### src/rtl/axi_cfg_slave.sv
// ---------------------------------------------------------------------------
// axi_cfg_slave
//   AXI4 responder for the host configuration port. Single-beat and burst
//   reads/writes land in a bank of N_REGS 32-bit registers, which are exported
//   to the accelerator core together with per-register write pulses.
//
// Ports
//   clk, rstn          clock, asynchronous active-low reset
//   s_axi_aw* / w* / b*  AXI4 write address, write data, write response
//   s_axi_ar* / r*       AXI4 read address, read data
//   reg_q              register contents, reg i at [32*i +: 32]
//   reg_we             one-cycle pulse, bit i set when reg i was written on
//                      the previous edge
//
// Optional feature (macro AXI_CFG_SLVERR_EN)
//   Defined: out-of-range beats and wlast mismatches answer SLVERR.
//   Undefined: every response is OKAY and wlast is ignored.
// ---------------------------------------------------------------------------
module axi_cfg_slave #(
   parameter int unsigned                AXI_ID_WIDTH    = 6,
   parameter int unsigned                AXIL_WIDTH      = 32,
   parameter int unsigned                AXIL_ADDR_WIDTH = 40,
   parameter int unsigned                AXIL_STRB_WIDTH = AXIL_WIDTH / 8,
   parameter logic [AXIL_ADDR_WIDTH-1:0] AXIL_BASE_ADDR  = '0,
   parameter int unsigned                N_REGS          = 16
) (
   input  logic                       clk,
   input  logic                       rstn,
   // write address
   input  logic [AXI_ID_WIDTH-1:0]    s_axi_awid,
   input  logic [AXIL_ADDR_WIDTH-1:0] s_axi_awaddr,
   input  logic [7:0]                 s_axi_awlen,
   input  logic [2:0]                 s_axi_awsize,
   input  logic [1:0]                 s_axi_awburst,
   input  logic                       s_axi_awlock,
   input  logic [3:0]                 s_axi_awcache,
   input  logic [2:0]                 s_axi_awprot,
   input  logic                       s_axi_awvalid,
   output logic                       s_axi_awready,
   // write data
   input  logic [AXIL_WIDTH-1:0]      s_axi_wdata,
   input  logic [AXIL_STRB_WIDTH-1:0] s_axi_wstrb,
   input  logic                       s_axi_wlast,
   input  logic                       s_axi_wvalid,
   output logic                       s_axi_wready,
   // write response
   output logic [AXI_ID_WIDTH-1:0]    s_axi_bid,
   output logic [1:0]                 s_axi_bresp,
   output logic                       s_axi_bvalid,
   input  logic                       s_axi_bready,
   // read address
   input  logic [AXI_ID_WIDTH-1:0]    s_axi_arid,
   input  logic [AXIL_ADDR_WIDTH-1:0] s_axi_araddr,
   input  logic [7:0]                 s_axi_arlen,
   input  logic [2:0]                 s_axi_arsize,
   input  logic [1:0]                 s_axi_arburst,
   input  logic                       s_axi_arlock,
   input  logic [3:0]                 s_axi_arcache,
   input  logic [2:0]                 s_axi_arprot,
   input  logic                       s_axi_arvalid,
   output logic                       s_axi_arready,
   // read data
   output logic [AXI_ID_WIDTH-1:0]    s_axi_rid,
   output logic [AXIL_WIDTH-1:0]      s_axi_rdata,
   output logic [1:0]                 s_axi_rresp,
   output logic                       s_axi_rlast,
   output logic                       s_axi_rvalid,
   input  logic                       s_axi_rready,
   // core side
   output logic [N_REGS*32-1:0]       reg_q,
   output logic [N_REGS-1:0]          reg_we
);

   localparam int unsigned AW   = AXIL_ADDR_WIDTH;
   localparam int unsigned IdxW = (N_REGS > 1) ? $clog2(N_REGS) : 1;
   localparam logic [AW-1:0] NRegsA = AW'(N_REGS);
   localparam logic [AW-1:0] Step   = AW'(4);
   localparam logic [1:0]    BurstFixed = 2'b00;

   typedef enum logic [1:0] {WIdle, WData, WResp} w_state_e;
   typedef enum logic       {RIdle, RData}        r_state_e;

   logic [31:0] regs_q [N_REGS];

   // ---------------- write channel state ----------------
   w_state_e                w_state_q, w_state_d;
   logic [AXI_ID_WIDTH-1:0] w_id_q;
   logic [AW-1:0]           w_addr_q;
   logic [7:0]              w_len_q, w_cnt_q;
   logic [1:0]              w_burst_q;
   logic                    w_err_q;
   logic                    awready_q, wready_q, bvalid_q;
   logic [N_REGS-1:0]       we_d, reg_we_q;

   logic                    aw_hs, w_hs, b_hs, w_final, w_in, w_beat_err;
   logic [AW-1:0]           w_off;
   logic [IdxW-1:0]         w_idx;

   // ---------------- read channel state ----------------
   r_state_e                r_state_q, r_state_d;
   logic [AXI_ID_WIDTH-1:0] r_id_q;
   logic [AW-1:0]           r_addr_q;
   logic [7:0]              r_len_q, r_cnt_q;
   logic [1:0]              r_burst_q;
   logic                    arready_q, rvalid_q, rlast_q;
   logic [31:0]             rdata_q;
   logic [1:0]              rresp_q;

   logic                    ar_hs, r_hs, r_final, r_load, r_in;
   logic [AW-1:0]           r_load_addr, r_off;
   logic [IdxW-1:0]         r_idx;
   logic [31:0]             rdata_d;

   assign aw_hs = s_axi_awvalid && awready_q;
   assign w_hs  = s_axi_wvalid && wready_q;
   assign b_hs  = bvalid_q && s_axi_bready;
   assign ar_hs = s_axi_arvalid && arready_q;
   assign r_hs  = rvalid_q && s_axi_rready;

   // ---------------- address decode ----------------
   assign w_off = w_addr_q - AXIL_BASE_ADDR;
   assign w_in  = (w_addr_q >= AXIL_BASE_ADDR) && ({2'b00, w_off[AW-1:2]} < NRegsA);
   assign w_idx = w_off[IdxW+1:2];

   // Beat 0 comes straight from the AR bus; later beats from the stepped address.
   assign r_load_addr = ar_hs ? s_axi_araddr :
                        (r_burst_q == BurstFixed) ? r_addr_q : r_addr_q + Step;
   assign r_off = r_load_addr - AXIL_BASE_ADDR;
   assign r_in  = (r_load_addr >= AXIL_BASE_ADDR) && ({2'b00, r_off[AW-1:2]} < NRegsA);
   assign r_idx = r_off[IdxW+1:2];

   // ---------------- write FSM ----------------
   assign w_final = (w_cnt_q == w_len_q);

`ifdef AXI_CFG_SLVERR_EN
   assign w_beat_err = !w_in || (s_axi_wlast != w_final);
`else
   assign w_beat_err = !w_in;
`endif

   always_comb begin
      w_state_d = w_state_q;
      unique case (w_state_q)
         WIdle:   if (aw_hs) w_state_d = WData;
         WData:   if (w_hs && w_final) w_state_d = WResp;
         WResp:   if (b_hs) w_state_d = WIdle;
         default: w_state_d = WIdle;
      endcase
   end

   always_comb begin
      we_d = '0;
      for (int i = 0; i < N_REGS; i++) begin
         we_d[i] = w_hs && w_in && (w_idx == IdxW'(i));
      end
   end

   always_ff @(posedge clk or negedge rstn) begin
      if (!rstn) begin
         w_state_q <= WIdle;
         w_id_q    <= '0;
         w_addr_q  <= '0;
         w_len_q   <= '0;
         w_cnt_q   <= '0;
         w_burst_q <= '0;
         w_err_q   <= 1'b0;
         awready_q <= 1'b0;
         wready_q  <= 1'b0;
         bvalid_q  <= 1'b0;
         reg_we_q  <= '0;
      end else begin
         w_state_q <= w_state_d;
         // Readies/valids registered from next state so they stay low in reset.
         awready_q <= (w_state_d == WIdle);
         wready_q  <= (w_state_d == WData);
         bvalid_q  <= (w_state_d == WResp);
         reg_we_q  <= we_d;
         if (aw_hs) begin
            w_id_q    <= s_axi_awid;
            w_addr_q  <= s_axi_awaddr;
            w_len_q   <= s_axi_awlen;
            w_burst_q <= s_axi_awburst;
            w_cnt_q   <= '0;
            w_err_q   <= 1'b0;
         end else if (w_hs) begin
            w_cnt_q <= w_cnt_q + 8'd1;
            // WRAP is stepped like INCR; the bank is never wrapped.
            if (w_burst_q != BurstFixed) w_addr_q <= w_addr_q + Step;
            if (w_beat_err) w_err_q <= 1'b1;
         end
      end
   end

   always_ff @(posedge clk or negedge rstn) begin
      if (!rstn) begin
         for (int i = 0; i < N_REGS; i++) regs_q[i] <= '0;
      end else begin
         for (int i = 0; i < N_REGS; i++) begin
            if (we_d[i]) begin
               for (int b = 0; b < 4; b++) begin
                  if (s_axi_wstrb[b]) regs_q[i][8*b +: 8] <= s_axi_wdata[8*b +: 8];
               end
            end
         end
      end
   end

   // ---------------- read FSM ----------------
   assign r_final = (r_cnt_q == r_len_q);
   assign r_load  = ar_hs || (r_hs && !r_final);
   // Sampled from regs_q before this edge's write lands: a colliding write
   // returns the old value.
   assign rdata_d = r_in ? regs_q[r_idx] : '0;

   always_comb begin
      r_state_d = r_state_q;
      unique case (r_state_q)
         RIdle:   if (ar_hs) r_state_d = RData;
         RData:   if (r_hs && r_final) r_state_d = RIdle;
         default: r_state_d = RIdle;
      endcase
   end

   always_ff @(posedge clk or negedge rstn) begin
      if (!rstn) begin
         r_state_q <= RIdle;
         r_id_q    <= '0;
         r_addr_q  <= '0;
         r_len_q   <= '0;
         r_cnt_q   <= '0;
         r_burst_q <= '0;
         arready_q <= 1'b0;
         rvalid_q  <= 1'b0;
         rlast_q   <= 1'b0;
         rdata_q   <= '0;
         rresp_q   <= '0;
      end else begin
         r_state_q <= r_state_d;
         arready_q <= (r_state_d == RIdle);
         rvalid_q  <= (r_state_d == RData);
         if (ar_hs) begin
            r_id_q    <= s_axi_arid;
            r_len_q   <= s_axi_arlen;
            r_burst_q <= s_axi_arburst;
            r_cnt_q   <= '0;
         end else if (r_hs && !r_final) begin
            r_cnt_q <= r_cnt_q + 8'd1;
         end
         if (r_load) begin
            r_addr_q <= r_load_addr;
            rdata_q  <= rdata_d;
            rlast_q  <= ar_hs ? (s_axi_arlen == 8'd0) : ((r_cnt_q + 8'd1) == r_len_q);
`ifdef AXI_CFG_SLVERR_EN
            rresp_q  <= r_in ? 2'b00 : 2'b10;
`else
            rresp_q  <= 2'b00;
`endif
         end
      end
   end

   // ---------------- outputs ----------------
   assign s_axi_awready = awready_q;
   assign s_axi_wready  = wready_q;
   assign s_axi_bvalid  = bvalid_q;
   assign s_axi_bid     = w_id_q;
`ifdef AXI_CFG_SLVERR_EN
   assign s_axi_bresp   = w_err_q ? 2'b10 : 2'b00;
`else
   assign s_axi_bresp   = 2'b00;
`endif
   assign s_axi_arready = arready_q;
   assign s_axi_rvalid  = rvalid_q;
   assign s_axi_rid     = r_id_q;
   assign s_axi_rdata   = rdata_q;
   assign s_axi_rresp   = rresp_q;
   assign s_axi_rlast   = rlast_q;
   assign reg_we        = reg_we_q;

   for (genvar g = 0; g < N_REGS; g++) begin : g_reg_out
      assign reg_q[32*g +: 32] = regs_q[g];
   end

   // Inputs the register bank has no use for.
   logic unused_inputs;
`ifdef AXI_CFG_SLVERR_EN
   assign unused_inputs = ^{s_axi_awsize, s_axi_awlock, s_axi_awcache, s_axi_awprot,
                            s_axi_arsize, s_axi_arlock, s_axi_arcache, s_axi_arprot,
                            w_off[1:0], r_off[1:0]};
`else
   assign unused_inputs = ^{s_axi_awsize, s_axi_awlock, s_axi_awcache, s_axi_awprot,
                            s_axi_arsize, s_axi_arlock, s_axi_arcache, s_axi_arprot,
                            w_off[1:0], r_off[1:0], s_axi_wlast, w_err_q};
`endif

endmodule

### config.mk
export PLATFORM = sky130hd
export DESIGN_NAME = axi_cfg_slave
export DESIGN_NICKNAME = d
export VERILOG_FILES = /design/src/rtl/axi_cfg_slave.sv
export SDC_FILE = /design/constraint.sdc
export NUM_CORES = 1
export LEC_CHECK = 0
export ABC_CLOCK_PERIOD_IN_PS = 3750
export BUFFER_PORTS_ARGS = -buffer_cell sky130_fd_sc_hd__buf_2
export CORE_AREA = 5 5 291 293
export CTS_CLUSTER_DIAMETER = 80
export DETAILED_ROUTE_END_ITERATION = 10
export DIE_AREA = 0 0 296 298
export PLACE_DENSITY_LB_ADDON = 0.3
export SKIP_CTS_REPAIR_TIMING = 1
export SYNTH_ARGS = -nofsm -noshare
export SYNTH_HDL_FRONTEND = slang
export SYNTH_SLANG_ARGS = --single-unit
### constraint.sdc
create_clock -name clk -period 3.75 [get_ports clk]
set_input_delay 0.75 -clock clk [delete_from_list [all_inputs] [get_ports clk]]
set_output_delay 0.75 -clock clk [all_outputs]
set_load 0.1 [all_outputs]
==> key figures, run 1 <==
Status
  • Status: finished clean

Timing
  • Slew HR: ~45%
  • Final setup vio count: 0
  • Final Max Tran Viols: 0
  • RSZ-0062 raised after global routing: no
  • Worst Tran Pin Value: approximately 800 ps
  • Setup TNS Final: 0 ps
  • Hold_ws: a little under 200 ps
  • Final Hold Viols: 0
  • Worst setup margin: roughly 300 ps
  • Final period demand of the worst path: between 3000 and 4000 ps
  • F_max: ~0.29 GHz
  • Fin crit share: between 90 and 100%
  • Worst Skew: approximately 50 ps

Worst setup path
  • Required @ worst endpoint: around 4300 ps
  • CP max-delay cell: or4_2
  • CP arrival: between 3000 and 4000 ps
  • R2R setup slack: roughly 300 ps
  • Worst path cell trace: ha_1, o2111ai_1, nor3_2, nand3_1, nor2_1, xnor2_1, o21ai_0, or4_2, buf_12, o31ai_2
  • Critical path endpoint category: register
  • R2r worst-path depth: 10
  • Worst path max stage delay: between 700 and 800 ps
  • R2r startpoint: r_addr_q[2]$_DFFE_PN0P_
  • CP endpoint: s_axi_rdata[27]$_DFFE_PN0P_
  • WS Path Type: register to register
  • Reg-to-Reg End: s_axi_rdata[27]$_DFFE_PN0P_
  • Critical Path Source: r_addr_q[2]$_DFFE_PN0P_
  • CP max FO: 32
  • CP Launch Type: register

Job
  • Max-cap viol count: 0

CTS
  • TritonCTS clock tree: built
  • Inserted Clock Buffers: 80
  • H-tree Lvls: 3
  • Root Driver: clkbuf_16
  • Clock sink count: ~690
  • Clk slew on worst S/H paths: roughly 60 ps
  • Clk_lat worst skew: 640 ps
  • Clock buffer depth: 3

Synthesis
  • Number of synthesized flops with an enable pin: 0
  • Share of the synthesized area in the top cell type: about 53%
  • Netlist cell types: 62
  • Post-Syn Area: around 0.033 mm2
  • Largest area contributor in the netlist: dfrtp_1
  • Ys async rst share: 100%
  • Syn Inst Count: about 2,800
  • Main flop type after synthesis: dfrtp_1
  • Seq/Total Area, Yosys: around 53%
  • Synthesized flop and latch total: about 700
  • Yosys Warn Count: 0
  • Synth top area cells: dfrtp_1 (53%), mux2_2 (18%), nand2_1 (6.6%), mux4_2 (4.7%), nand3_1 (3.3%)
  • Avg Inst Size Synth: 11.6 um2

Finish
  • Fillcell total: between 7,000 and 8,000
  • Share of layout cells above drive strength 1: between 40 and 50%
  • Post-Layout Cell Count: 4,706
  • Synthesis-to-finish area growth: 25.9%
  • Final #Nets: 3,752

GRT
  • Largest net degree at the start of global routing: just over 80
  • Antenna violations before repair: 2
  • GRT Residual Overflow: 0
  • Vias in the first global route: around 26,000
  • GRT Util Overall: roughly 28%
  • First-pass GRT wire length: 185,000 um

Drt
  • Drt pass-1 iters: 5
  • Avg WL per Cell: about 27 um
  • Drt initial violations: just under 2,000
  • Routed Antenna Nets: 0
  • Vias per cell: between 5 and 6
  • Final wirelength: around 130,000 um
  • DRC Markers: 0
  • DR vias: around 26,000

Placement
  • Dpl hpwl: roughly 93,000 um
  • Placed insts: ~4,600
  • Routability-driven placement congestion ratio: 0.898
  • # port buffers: ~730
  • Dpl ws: 376 ps

Die
  • Die area: between 0.08 and 0.09 mm2
  • Starting Density: about 40%
  • Die Y: approximately 300 um
  • Core ar.: between 0.08 and 0.09 mm2
  • # rows: approximately 110
  • Die X-Extent: just under 300 um
  • I/O pin cnt: 760

Power
  • P_leak: 0.0211 uW
  • Peak supply drop: between 0.6 and 0.7 mV
  • Cell Pwr Density: 632 mW/mm2

Worst hold path
  • Min-Delay Path Class: input port to async pin
synthesized netlist by cell type (2+ instances only):
cell type  instances
and3_1            41
mux2_2           524
nor2_1            81
ha_1               7
inv_1              8
buf_1              9
and2_1             8
o21ai_0           79
o31ai_2           29
and4_1             3
clkbuf_1         134
xor2_1            63
mux4_2            68
nand4_2            2
a21oi_1           15
dfrtp_1          692
nand2b_1           3
o31ai_1            3
nor3_1            22
a41oi_1            3
nor4_1            26
or2_2              3
or3_1              8
a22oi_1           30
buf_2             12
mux2i_1            8
nand2_1          571
buf_6              4
nand3_1          212
o21a_1             2
or4_1              7
o21ai_1            6
nand4_1           25
buf_4              7
xnor2_1           57
a31oi_1            8
nor3b_1            2
cell type report:
type | instances | area [um2] | share of cell area [%]
well taps | 1070 | 1340 | 3.26
clock buffers | 115 | 2300 | 5.61
inverters | 8 | 30.0 | 0.0732
repair buffers | 841 | 4800 | 11.7
multi-input cells | 1944 | 14700 | 35.8
flip-flops and latches | 692 | 17300 | 42.2
diodes | 2 | 5.00 | 0.0122
clock inverters | 34 | 562 | 1.37
cell usage in the layout (no fill, tap or decap), drive strengths merged, types with 8 or more instances in the layout:
master and count:
xnor2 57, and2 8, or3 8, o31ai 33, and3 41, clkbuf 115, mux4 68, a22oi 30
mux2 524, nand2 571, nor3 23, nor4 28, o21ai 85, xor2 63, dfrtp 692, or4 8
nor2 81, inv 11, buf 841, nand3 213, mux2i 8, bufinv 9, clkinv 18, a31oi 8
a21oi 15, nand4 27
sequential cells by signal, summed over array words and instances, names as in the netlist, 8 cells and up:
signal / flops
reg_q: 512
r_addr_q: 38
w_addr_q: 38
s_axi_rdata: 32
reg_we: 16
r_cnt_q: 8
r_len_q: 8
w_cnt_q: 8
w_len_q: 8
worst max-delay path, delay by kind of cell (launching register included):
family          cells  cell delay, ps
flops               1             430
fa+ha+maj           1             250
buf+inv             1             250
xor+xnor            1             130
compound gates      3             650
simple gates        4            1570
layer usage:
layer | global-route usage, % | up-vias | part of all wire (%)
met4 | 10.9 | 2 | 4.4
met5 | 0 | - | 0.0079
met3 | 7.95 | 255 | 9.0
li1 | - | 11400 | -
met1 | 35.9 | 13500 | 39
met2 | 45.2 | 1096 | 47
cells by family (layout without fill, tap and decap cells):
family / Yosys count / in the layout / synth area share (%)
mux: 600 / 600 / 23.0
flops: 692 / 692 / 53.1
compound gates: 187 / 187 / 4.11
simple gates: 1026 / 1026 / 14.0
buf+inv: 174 / 998 / 2.22
xor+xnor: 120 / 120 / 3.22
fa+ha+maj: 7 / 7 / 0.269
other cells: 1 / 6 / 0.0115
where the power goes:
group	total, uW	switching [uW]	internal (uW)	leakage [uW]
clock network	8400	3420	4980	0.00139
registers	8780	711	8070	0.00948
logic	8770	5880	2890	0.0102
total	26000	10000	15900	0.0211
how the worst min path moves through the flow:
stage                                          end  slack, ps
after global placement    s_axi_rid[2]$_DFFE_PN0P_        460
final                       reg_q[157]$_DFFE_PN0P_        200
after global routing        reg_q[157]$_DFFE_PN0P_        220
after detailed placement  s_axi_bid[1]$_DFFE_PN0P_        460
after CTS                   reg_q[157]$_DFFE_PN0P_        170
after floorplan             s_axi_wready$_DFF_PN0_        440
stage by stage:
step | cell area (um2) | total power, uW | util, %
3_5_place_dp | 38200 | 17600 | 46.8
2_1_floorplan | 32600 | 14200 | -
6_report | 41000 | 26000 | 50.3
4_1_cts | 41000 | 26100 | 50.3
5_1_grt | 41000 | 27100 | 50.3
3_3_place_gp | 38200 | 17600 | 46.8
Note: power is estimated with default switching activity, not from simulation.
==> run 2, diff against run 1 <==
--- a/config.mk
+++ b/config.mk
@@ -8,6 +8,7 @@
 export ABC_CLOCK_PERIOD_IN_PS = 3750
 export BUFFER_PORTS_ARGS = -buffer_cell sky130_fd_sc_hd__buf_2
 export CORE_AREA = 5 5 291 293
+export CTS_BUF_LIST = sky130_fd_sc_hd__clkbuf_16
 export CTS_CLUSTER_DIAMETER = 80
 export DETAILED_ROUTE_END_ITERATION = 10
 export DIE_AREA = 0 0 296 298
==> run 2 against run 1 <==
Compared with the run above: count of clock-buffer cells in the layout fell by 34; critical path type unchanged; final cell count did not move; non-clock buffer count did not move; largest cell class unchanged; combinational power barely moved; worst hold slack got worse by 3.1 ps; utilization fell by 0.18 points; wire length fell by 0.12%.
==> key figures, run 2 (synthesized netlist as in run 1, its figures left out) <==
Die
  • # rows: between 100 and 150
  • Core ar.: 0.0816 mm2
  • Die area: 0.0882 mm2
  • Starting Density: between 30% and 40%
  • I/O pin cnt: 760
  • Die Y: around 300 um
  • Die X-Extent: just under 300 um

Finish
  • Share of the core filled with cells: between 50 and 60%
  • Most common cell after layout, fill and taps aside: buf_2
  • Fin area: 0.0409 mm2
  • Final #Nets: roughly 3,800
  • Fillcell total: about 7,400
  • Most frequent cells in the layout: buf_2 (727), dfrtp_1 (692), nand2_1 (570)
  • Share of layout cells above drive strength 1: 44.3%
  • Number of flip-flops in the largest register: ~500
  • Synthesis-to-finish area growth: 25.4%

Status
  • Status: finished clean

Timing
  • Final period demand of the worst path: between 3000 and 4000 ps
  • Final setup vio count: 0
  • F_max: 0.290 GHz
  • RSZ-0062 raised after global routing: no
  • Fin crit share: 91.9%
  • Setup TNS Final: 0 ps
  • Worst Tran Pin Value: about 840 ps
  • Slew HR: 43.5%
  • Final Hold Viols: 0
  • Final Max Tran Viols: 0
  • Worst Skew: around 49 ps

Worst setup path
  • R2r startpoint: r_addr_q[2]$_DFFE_PN0P_
  • Required @ worst endpoint: around 4300 ps
  • CP max FO: 32
  • R2R setup slack: between 300 and 400 ps
  • Critical path endpoint category: register
  • Worst path max stage delay: roughly 720 ps
  • R2r worst-path depth: 10
  • Reg-to-Reg End: s_axi_rdata[27]$_DFFE_PN0P_
  • CP arrival: just under 4000 ps
  • Worst path cell trace: ha_1, o2111ai_1, nor3_2, nand3_1, nor2_1, xnor2_1, o21ai_0, or4_2, buf_12, o31ai_2
  • CP Launch Type: register
  • CP top delay family: simple AND/OR/NAND/NOR gates
  • WS Path Type: register to register
  • Worst Path Buf+Inv: 1
  • CP max-delay cell: or4_2

Worst hold path
  • Min-Delay Path Class: input port to async pin

Drt
  • Drt pass-1 iters: 5
  • DR vias: ~26,000
  • Avg WL per Cell: 27.0 um
  • DRC Markers: 0
  • Drt initial violations: approximately 2,000
  • Wire length on met3: around 12,000 um
  • Routed Antenna Nets: 0
  • Met2 Wirelength: 60,300 um
  • Top Metal Used: met5
  • Met1 Wirelength: about 50,000 um
  • Vias per cell: ~5.6
  • Final wirelength: 127,000 um

Power
  • P_leak: 0.0211 uW
  • Peak supply drop: ~0.67 mV
  • Tot Pwr: between 20,000 and 30,000 uW
  • Cell Pwr Density: approximately 630 mW/mm2

Placement
  • Routability-driven placement congestion ratio: 0.898
  • # port buffers: about 730
  • Area after DPL: 0.0382 mm2
  • Dpl hpwl: around 93,000 um

CTS
  • H-tree Lvls: 3
  • TritonCTS clock tree: built
  • Inserted Clock Buffers: 80
  • Clock buffer depth: 3
  • Clock sink count: 692
  • Clk slew on worst S/H paths: around 60 ps
  • Clk_lat worst skew: around 640 ps
  • Root Driver: clkbuf_16

GRT
  • GRT Residual Overflow: 0
  • GRT Util Overall: between 20% and 30%
  • Largest net degree at the start of global routing: a little over 80
  • Vias in the first global route: around 26,000
  • Antenna violations before repair: 1
  • First-pass GRT wire length: between 150,000 and 200,000 um

Job
  • Max-cap viol count: 0
-- run 2: cell types whose count changed in the layout (fill, tap and decap cells not counted) --
cell      change
clkbuf_8     -15
clkbuf_1     -19
inv_1        +19
clkinv_1     +15
-- run 2: stage by stage --
step,cells,hold WS [ps],setup slack [ps]
floorplan,2810,440,600
global placement,4555,456,420
detailed placement,4555,462,376
CTS,4704,175,331
global route,4704,217,114
finish,4706,195,305
-- run 2: layer usage --
layer | GRT usage, % | vias to the layer above
li1 | - | 11500
met1 | 36.1 | 13500
met2 | 45.0 | 1134
met3 | 7.93 | 261
met4 | 10.8 | 2
met5 | 0 | -
-- run 2: worst max-delay path by stage --
stage	startpoint	endpoint	slack [ps]	depth (start not counted)
after CTS	r_addr_q[2]$_DFFE_PN0P_	s_axi_rdata[27]$_DFFE_PN0P_	330	10
after global routing	r_addr_q[2]$_DFFE_PN0P_	s_axi_rdata[0]$_DFFE_PN0P_	110	10
after detailed placement	s_axi_wvalid	reg_q[428]$_DFFE_PN0P_	380	10
final	r_addr_q[2]$_DFFE_PN0P_	s_axi_rdata[27]$_DFFE_PN0P_	310	10
after global placement	r_addr_q[2]$_DFFE_PN0P_	s_axi_rdata[20]$_DFFE_PN0P_	420	10
after floorplan	s_axi_arready$_DFF_PN0_	s_axi_rdata[13]$_DFFE_PN0P_	600	9
-- run 2: power breakdown --
group	internal [uW]	leakage, uW	switching, uW	total, uW
sequential	8070	0.00948	712	8790
combinational	2890	0.0102	5870	8760
clock	4620	0.00138	3410	8030
-- run 2: cell type report --
cell class,count,area [um2],share of cell area [%]
diodes,2,5.00,0.0122
clock buffers,81,2030,4.96
clock inverters,68,689,1.69
inverters,8,30.0,0.0734
multi-input cells,1944,14700,35.9
flip-flops and latches,692,17300,42.3
well taps,1070,1340,3.27
repair buffers,841,4800,11.7
==> run 3, diff against run 2 <==
--- a/config.mk
+++ b/config.mk
@@ -7,13 +7,14 @@
 export LEC_CHECK = 0
 export ABC_CLOCK_PERIOD_IN_PS = 3750
 export BUFFER_PORTS_ARGS = -buffer_cell sky130_fd_sc_hd__buf_2
-export CORE_AREA = 5 5 291 293
+export CORE_AREA = 2 2 297 299
 export CTS_BUF_LIST = sky130_fd_sc_hd__clkbuf_16
 export CTS_CLUSTER_DIAMETER = 80
 export DETAILED_ROUTE_END_ITERATION = 10
-export DIE_AREA = 0 0 296 298
+export DIE_AREA = 0 0 299 301
 export PLACE_DENSITY_LB_ADDON = 0.3
 export SKIP_CTS_REPAIR_TIMING = 1
 export SYNTH_ARGS = -nofsm -noshare
 export SYNTH_HDL_FRONTEND = slang
 export SYNTH_SLANG_ARGS = --single-unit
+export TNS_END_PERCENT = 100
==> run 3 against run 2 <==
Compared with the run above: critical endpoint is now reg_q[393]$_DFFE_PN0P_; design area hardly changed; highest routed layer unchanged; clock power decreased by 2%; critical path depth is 2 lower; non-clock buffer count is 16 lower; count of clock-buffer cells in the layout is 1 lower; sequential share of layout area is essentially flat; first-iteration DRC count decreased by 1.1%.
==> key figures, run 3 (synthesized netlist as in run 1, its figures left out) <==
Timing
  • F_max: 0.282 GHz
  • Final Max Tran Viols: 0
  • Slew HR: 38.9%
  • Worst Tran Pin Value: 917 ps
  • Hold_ws: about 150 ps
  • Worst setup margin: about 200 ps
  • Final Hold Viols: 0
  • Worst Skew: 33.1 ps
  • RSZ-0062 raised after global routing: no
  • Final period demand of the worst path: 3550 ps
  • Final setup vio count: 0
  • Fin crit share: 94.7%

GRT
  • Vias in the first global route: 25,900
  • First-pass GRT wire length: between 150,000 and 200,000 um
  • GRT Util Overall: between 20% and 30%
  • Antenna violations before repair: 6
  • GRT Residual Overflow: 0
  • Largest net degree at the start of global routing: 89

Power
  • Gate power share: roughly a third
  • P_leak: between 0.02 and 0.025 uW
  • Tot Pwr: about 26,000 uW
  • Net Sw Frac: roughly two fifths
  • Peak supply drop: around 0.66 mV
  • Int Pwr: about 16,000 uW
  • Seq pwr share: 34.4%
  • Switch Pwr: between 10,000 and 15,000 uW
  • Cell Pwr Density: 628 mW/mm2
  • Clk pwr share: between 30% and 40%

Finish
  • Share of layout cells above drive strength 1: approximately 44%
  • Most frequent cells in the layout: buf_2 (727), dfrtp_1 (692), nand2_1 (569)
  • Fin area: around 0.041 mm2
  • Most common cell after layout, fill and taps aside: buf_2
  • Final #Nets: 3,736
  • Number of flip-flops in the largest register: about 510
  • Post-Layout Cell Count: roughly 4,800
  • Synthesis-to-finish area growth: 25.3%

Drt
  • Final wirelength: 126,000 um
  • Drt pass-1 iters: 5
  • DR vias: between 20,000 and 30,000
  • Drt initial violations: a little under 2,000
  • DRC Markers: 0
  • Routed Antenna Nets: 0
  • Avg WL per Cell: 26.4 um
  • Vias per cell: approximately 5.5

Placement
  • Dpl ws: -56.8 ps
  • # port buffers: between 700 and 800
  • Dpl hpwl: a little over 90,000 um
  • Area after DPL: ~0.038 mm2
  • Routability-driven placement congestion ratio: roughly 0.95
  • Placed insts: around 4,600

Worst hold path
  • Min-Delay Path Class: input port to async pin

Worst setup path
  • Critical path endpoint category: register
  • CP arrival: just over 4000 ps
  • R2R setup slack: 200 ps
  • CP max FO: 8
  • WS Path Type: register to register
  • Required @ worst endpoint: about 4300 ps
  • CP Launch Type: register

CTS
  • Clk slew on worst S/H paths: roughly 60 ps
  • Root Driver: clkbuf_16
  • Clk_lat worst skew: approximately 630 ps
  • H-tree Lvls: 3
  • Inserted Clock Buffers: 80
  • Clock sink count: just under 700
  • TritonCTS clock tree: built
  • Clock buffer depth: 3

Status
  • Status: finished clean

Job
  • Max-cap viol count: 0

Die
  • Starting Density: a little under two fifths
  • Die X-Extent: around 300 um
  • Core ar.: approximately 0.086 mm2
  • Die area: between 0.08 and 0.09 mm2
  • Die Y: 301 um
  • I/O pin cnt: 760
  • # rows: roughly 110
## run 3: changes by cell type in the layout (fill, tap and decap cells not counted), sizes merged
cell / before / now
buf: 841 / 825
bufinv: 9 / 8
clkbuf: 81 / 80
inv: 30 / 31
## run 3: routing by layer
metal | vias to the layer above | wire (um) | part of all wire, % | global-route usage (%)
li1 | 11500 | - | - | -
met1 | 13600 | 51700 | 41 | 36.0
met2 | 1071 | 60100 | 48 | 44.7
met3 | 209 | 9650 | 7.7 | 5.95
met4 | 2 | 4410 | 3.5 | 9.33
met5 | - | 13 | 0.010 | 0
## run 3: per-stage QoR
step | TNS (ps) | util (%)
after floorplan | 0 | -
after global placement | -1020 | 44.2
after detailed placement | -449 | 44.2
after CTS | -778 | 47.2
after global routing | 0 | 47.3
final | 0 | 47.3
## run 3: path summary, 6_finish.rpt
check / startpoint / to / depth (start not counted)
hold / removal: rstn / r_cnt_q[5]$_DFFE_PN0P_ / 1
max in group asynchronous: rstn / reg_q[21]$_DFFE_PN0P_ / 2
min in group clk: s_axi_awlen[0] / w_len_q[0]$_DFFE_PN0P_ / 3
hold reg to reg: w_state_q[1]$_DFF_PN0_ / s_axi_wready$_DFF_PN0_ / 1
setup reg to reg: w_addr_q[24]$_DFFE_PN0P_ / reg_q[393]$_DFFE_PN0P_ / 8
setup / recovery: w_addr_q[24]$_DFFE_PN0P_ / reg_q[393]$_DFFE_PN0P_ / 8
## run 3: critical path, stage by stage, from the launching register on
cell	delay (ps)
dfrtp_1	420
nor4_1	460
nand3_1	160
nor3_1	670
nand2_1	290
nor2_1	310
buf_4	200
nand2_1	450
mux2_2	450
## run 3: cell type report
class | count | area, um2
fill | 8155 | 45600
sequential | 692 | 17300
multi-input combinational | 1944 | 14700
timing repair buffer | 825 | 4730
clock buffer | 80 | 2000
tap | 1155 | 1450
clock inverter | 68 | 643
inverter | 8 | 30.0
antenna | 2 | 5.00
## run 3: power groups by stage
stage	combinational [uW]	sequential (uW)	clock (uW)
6_report	8960	8820	7870
5_1_grt	9610	8910	8310
4_1_cts	8970	8810	7990
3_5_place_dp	8960	8930	0
3_3_place_gp	8910	8920	0
2_1_floorplan	4980	9270	0
